===== src/rtl/noc_buffer_out.sv =====
// Store-and-forward egress buffer: AXI-stream beats are queued in a single-clock FIFO and a packet
// is launched onto the NoC only once its TLAST beat is stored (with an optional cut-through escape).
module noc_buffer_out #(
  parameter int ADDR_W         = 6,
  parameter bit CUT_THROUGH_EN = 1'b1
) (
  input  logic              clk_in,
  input  logic              clk_in_rst_low,
  input  logic              stream_in_TVALID,
  input  logic [31:0]       stream_in_TDATA,
  input  logic [3:0]        stream_in_TKEEP,
  input  logic              stream_in_TLAST,
  output logic              stream_in_TREADY,
  output logic              stream_out_TVALID,
  output logic [31:0]       stream_out_TDATA,
  output logic [3:0]        stream_out_TKEEP,
  output logic              stream_out_TLAST,
  input  logic              stream_out_TREADY,
  output logic [ADDR_W:0]   pkt_count,
  output logic [ADDR_W:0]   fifo_level
);

  localparam int BEAT_W = 37;
  localparam logic [ADDR_W:0] FULL_LEVEL = {1'b1, {ADDR_W{1'b0}}};
  localparam logic [ADDR_W:0] ONE        = {{ADDR_W{1'b0}}, 1'b1};

  typedef enum logic {IDLE, SEND} state_t;

  logic [BEAT_W-1:0] mem [0:(1<<ADDR_W)-1];

  logic [ADDR_W:0]   wr_ptr_reg;
  logic [ADDR_W:0]   rd_ptr_reg;
  logic [ADDR_W:0]   pkt_count_reg;
  logic [ADDR_W:0]   level;
  logic [BEAT_W-1:0] beat_reg;
  logic              valid_reg;
  logic              valid_next;
  state_t            state_reg;
  state_t            state_next;

  logic full;
  logic in_ready;
  logic wr_en;
  logic in_last_acc;
  logic hs;
  logic hs_last;
  logic load;

  assign level       = wr_ptr_reg - rd_ptr_reg;
  assign full        = (level == FULL_LEVEL);
  // Ready depends only on registered occupancy and reset, never on the producer's valid.
  assign in_ready    = clk_in_rst_low & ~full;
  assign wr_en       = stream_in_TVALID & in_ready;
  assign in_last_acc = wr_en & stream_in_TLAST;
  assign hs          = valid_reg & stream_out_TREADY;
  assign hs_last     = hs & beat_reg[BEAT_W-1];

  always_comb begin
    state_next = state_reg;
    valid_next = valid_reg;
    load       = 1'b0;
    case (state_reg)
      IDLE: begin
        // Start a packet when one is complete, or force one out of a full FIFO to avoid deadlock.
        if ((level != '0) &&
            ((pkt_count_reg != '0) || (CUT_THROUGH_EN && full && (pkt_count_reg == '0)))) begin
          load       = 1'b1;
          valid_next = 1'b1;
          state_next = SEND;
        end
      end
      SEND: begin
        if (hs) begin
          if (beat_reg[BEAT_W-1]) begin
            valid_next = 1'b0;
            state_next = IDLE;
          end else if (level != '0) begin
            load       = 1'b1;
            valid_next = 1'b1;
          end else begin
            valid_next = 1'b0;
          end
        end else if (!valid_reg && (level != '0)) begin
          load       = 1'b1;
          valid_next = 1'b1;
        end
      end
      default: state_next = IDLE;
    endcase
  end

  always_ff @(posedge clk_in) begin
    if (wr_en) begin
      mem[wr_ptr_reg[ADDR_W-1:0]] <= {stream_in_TLAST, stream_in_TKEEP, stream_in_TDATA};
    end
  end

  always_ff @(posedge clk_in) begin
    if (!clk_in_rst_low) begin
      wr_ptr_reg    <= '0;
      rd_ptr_reg    <= '0;
      pkt_count_reg <= '0;
      beat_reg      <= '0;
      valid_reg     <= 1'b0;
      state_reg     <= IDLE;
    end else begin
      if (wr_en) begin
        wr_ptr_reg <= wr_ptr_reg + ONE;
      end
      if (load) begin
        rd_ptr_reg <= rd_ptr_reg + ONE;
        beat_reg   <= mem[rd_ptr_reg[ADDR_W-1:0]];
      end
      case ({in_last_acc, hs_last})
        2'b10:   pkt_count_reg <= pkt_count_reg + ONE;
        2'b01:   pkt_count_reg <= pkt_count_reg - ONE;
        default: pkt_count_reg <= pkt_count_reg;
      endcase
      valid_reg <= valid_next;
      state_reg <= state_next;
    end
  end

  assign stream_in_TREADY  = in_ready;
  assign stream_out_TVALID = valid_reg;
  assign stream_out_TDATA  = beat_reg[31:0];
  assign stream_out_TKEEP  = beat_reg[35:32];
  assign stream_out_TLAST  = beat_reg[36];
  assign pkt_count         = pkt_count_reg;
  assign fifo_level        = level;

endmodule


===== config.mk =====
export PLATFORM = sky130hd
export DESIGN_NAME = noc_buffer_out
export DESIGN_NICKNAME = d
export VERILOG_FILES = /design/src/rtl/noc_buffer_out.sv
export SDC_FILE = /design/constraint.sdc
export NUM_CORES = 2
export LEC_CHECK = 0
export BUFFER_PORTS_ARGS = -buffer_cell sky130_fd_sc_hd__buf_2
export CAP_MARGIN = 20
export CELL_PAD_IN_SITES_DETAIL_PLACEMENT = 0
export CELL_PAD_IN_SITES_GLOBAL_PLACEMENT = 2
export CORE_MARGIN = 5
export CORE_UTILIZATION = 50
export DETAILED_ROUTE_END_ITERATION = 8
export GPL_ROUTABILITY_DRIVEN = 0
export GPL_TIMING_DRIVEN = 1
export PLACE_DENSITY_LB_ADDON = 0.12
export SYNTH_ARGS = -nofsm -noshare
export SYNTH_HDL_FRONTEND = slang
export SYNTH_SLANG_ARGS = --single-unit
export TNS_END_PERCENT = 20

===== constraint.sdc =====
create_clock -name clk_in -period 15.7 [get_ports clk_in]
set_clock_uncertainty 0.05 [all_clocks]
set_input_delay 2.355 -clock clk_in [delete_from_list [all_inputs] [get_ports clk_in]]
set_output_delay 2.355 -clock clk_in [all_outputs]
set_load 0.02 [all_outputs]

==> metrics.txt <==
status finished clean; worst hold start beat_reg[5]; CTS tree done; area of the core 185000 µm²; setup tns final 0 ps; Post-synth EDFFs 2368; prevailing post-synth register cell edfxtp_1; Hold Path Stages 2; Post-Route Utilization 56.6%; RSZ-0062 raised after global routing no; DRT Pass-1 Iters 5; CP max stage delay 870 ps; synth warn 0; Final period util 44.2%; pin count of the biggest net entering global routing 100; Total Wirelength 245000 µm; register-to-register setup slack 9660 ps; Worst Hold Path EP beat_reg[5]; Worst-path clk slew 60 ps; largest cells by area after synthesis edfxtp_1 (76%), mux4_2 (12%), mux2i_1 (3.3%); Mapped Avg Cell Area 21.4 µm²; WP data required 13300 ps; Crit path max-delay family flip-flops; clk root buf clkbuf_16; peak supply drop 0.000114 V; max reg flops 2368; Critical path buffers and inverters 2; area grow syn2layout 12.7%; crit end category primary output; Worst-Margin Slew 1190 ps; post-synthesis cell type count 61; hold bufs inserted after CTS 0; final hold violation count 0; cts bufs inserted 237; DR vias/cell 6.25; Final #Nets 4643; Pleak 33.0 nW; PostCTS Resize Cnt 0; share of cells above drive strength 1 24.4%; clk_lat worst skew 870 ps; H-tree level count 4; crit-path cells clkinv_1 -> ha_1 -> nand2b_1 -> a21o_1 -> a311o_1 -> or4_4 -> o21a_1 -> buf_2; vias in the first global route 45100; Num Clock Sinks 2428; Detailed Route Iter0 Violations 4938; critical path fanouts, max 48; worst-case reg-to-reg path depth 16; max frequency 0.144 GHz; Critical Path Start rd_ptr_reg[1]; sequential cell area fraction in the yosys report 77.8%; CP max-delay cell dfxtp_4; Mapped Cells 4353; postcts setup bufs 0; via count 45400; Synthesized Nets 4406; port bufs 93; height of the chip 441 µm; grt total ovfl 0; first-pass GRT wire length 345000 µm; Starting Density 50.2%; Max Slew Vio Count 0; startpoint types register; maximum buffer depth of the clock tree 3; setup violators final 0; GRT Util Overall 25.2%; die area 195000 µm²; # DRC 0; Synth area leader edfxtp_1; post-synthesis cell area 93000 µm²; critical path depth in cells 8; Post-synth ARST share 0%; # rows 158; Routed Antenna Nets 0; top-area cell type share of the netlist area 76.5%; Max-Cap Viols 0; Fillers 13900; Ports 94; CP arrival 4540 ps; Pwr per Cell Area 142 nW/µm²; Avg WL per Cell 33.7 µm; min-delay worst type register to register; post-route minimum period 6940 ps; Die Width 441 µm; initial antenna violation count 16; HPWL Detailed 140000 µm; Seq cells post-synth 2428; Slew headroom 20.5%; reg2reg end pkt_count[4]; crit path kind register to primary output; Reg-to-Reg Start rd_ptr_reg[1]
==> power breakdown <==
group          internal [W]  total (W)  leakage, nW  switching (W)
Combinational      0.000866    0.00211         7.55        0.00124
Sequential          0.00717    0.00723         21.8      0.0000592
Clock               0.00313    0.00553         3.65        0.00240
Total                0.0112     0.0149         33.0        0.00369
==> cells in the mapped netlist, types with 2 or more instances <==
cell type     n
nor3_1       10
buf_4         3
a31oi_1      44
nand2b_1      9
nor2_1       93
a221o_1       2
or4_1         7
mux2i_1     311
nor4_1        3
a21oi_1      81
and2_1        9
o211ai_1     11
o31ai_1       3
o2111ai_1     3
inv_2         2
buf_1        31
o211a_1      35
o21a_1        3
a22oi_1      77
o221ai_1      5
edfxtp_1   2368
or3_1         7
or3b_2        5
nand3_1      15
nor2b_1       7
a2111oi_0     7
a21boi_0      3
a22o_1       42
buf_2        93
a21o_1        3
a211oi_1      7
o22ai_1      30
mux4_2      487
dfxtp_1      60
or2_2         2
and3_1        3
nand2_1     107
inv_1        12
nand3b_1      6
ha_1         11
o21ai_0      92
clkbuf_1    130
xor2_1       10
a221oi_1     83
xnor2_1       5
==> cell usage in the layout (no fill, tap or decap), types with 11 or more instances in the layout <==
master / synthesis / routed
a21oi_1: 81 / 81
a221oi_1: 83 / 83
a22o_1: 42 / 42
a22oi_1: 77 / 77
a31oi_1: 44 / 44
buf_2: 93 / 91
buf_4: 3 / 159
bufinv_16: 0 / 18
clkbuf_1: 130 / 64
clkbuf_16: 0 / 241
clkinv_1: 1 / 51
clkinv_2: 0 / 38
dfxtp_1: 60 / 56
edfxtp_1: 2368 / 2368
ha_1: 11 / 11
inv_1: 12 / 11
mux2i_1: 311 / 311
mux4_2: 487 / 487
nand2_1: 107 / 106
nand3_1: 15 / 15
nor2_1: 93 / 17
nor2_4: 0 / 68
o211a_1: 35 / 35
o211ai_1: 11 / 11
o21ai_0: 92 / 92
o22ai_1: 30 / 30
==> cell families after synthesis <==
logic type | Yosys count | synth area share [%]
flip-flops | 2428 | 77.8
XOR/XNOR | 15 | 0.141
adder cells (fa/ha/maj) | 12 | 0.170
multiplexers | 799 | 15.2
AO/OA/AOI/OAI | 537 | 4.08
buffers and inverters | 273 | 1.25
AND/OR/NAND/NOR | 289 | 1.42
==> per-stage QoR <==
| step | hold WS [ps] | power (W) | worst slack [ps] | instances | area, µm² |
|---|---|---|---|---|---|
| 3_3_place_gp | 392 | 0.00951 | 9360 | 6828 | 97200 |
| 5_1_grt | 457 | 0.0154 | 8560 | 7267 | 105000 |
| 6_report | 423 | 0.0149 | 8760 | 7267 | 105000 |
| 2_1_floorplan | 404 | 0.00877 | 9890 | 4353 | 93000 |
| 3_5_place_dp | 405 | 0.00951 | 9350 | 6831 | 97300 |
| 4_1_cts | 413 | 0.0150 | 8770 | 7266 | 105000 |
==> area by class of cell <==
type	count	area, µm²	share of cell area, %
Sequential cell	2428	72300	69.0
Multi-Input combinational cell	1652	20100	19.1
Inverter	15	61.3	0.0585
Timing Repair Buffer	256	1770	1.69
Tap cell	2480	3100	2.96
Clock inverter	124	1140	1.09
Antenna cell	1	2.50	0.00239
Clock buffer	311	6350	6.06
==> metal layers <==
layer,global-route usage (%),share of wire (%),vias up
met1,37.0,42,24500
met5,0,0.022,-
li1,-,-,18900
met4,5.58,1.9,8
met3,5.16,7.8,309
met2,39.8,48,1765
==> worst reg2reg max path, stage by stage (launching register included) <==
cell	delay (ps)
dfxtp_4	870
clkinv_1	680
ha_1	490
nand2b_1	90
a21o_1	180
a311o_1	370
or4_4	610
o2111ai_1	280
ha_1	610
xor2_1	150
ha_1	210
a21oi_1	220
o21ai_0	140
a221oi_1	440
xor2_1	130
or3_1	310
a21boi_0	150
==> worst max-delay path by stage <==
stage,endpoint
2_1_floorplan,stream_in_TREADY
3_3_place_gp,mem[20][18]
3_5_place_dp,mem[11][17]
4_1_cts,stream_in_TREADY
5_1_grt,stream_in_TREADY
6_report,stream_in_TREADY
No activity file was read; power rests on OpenSTA's default activity.
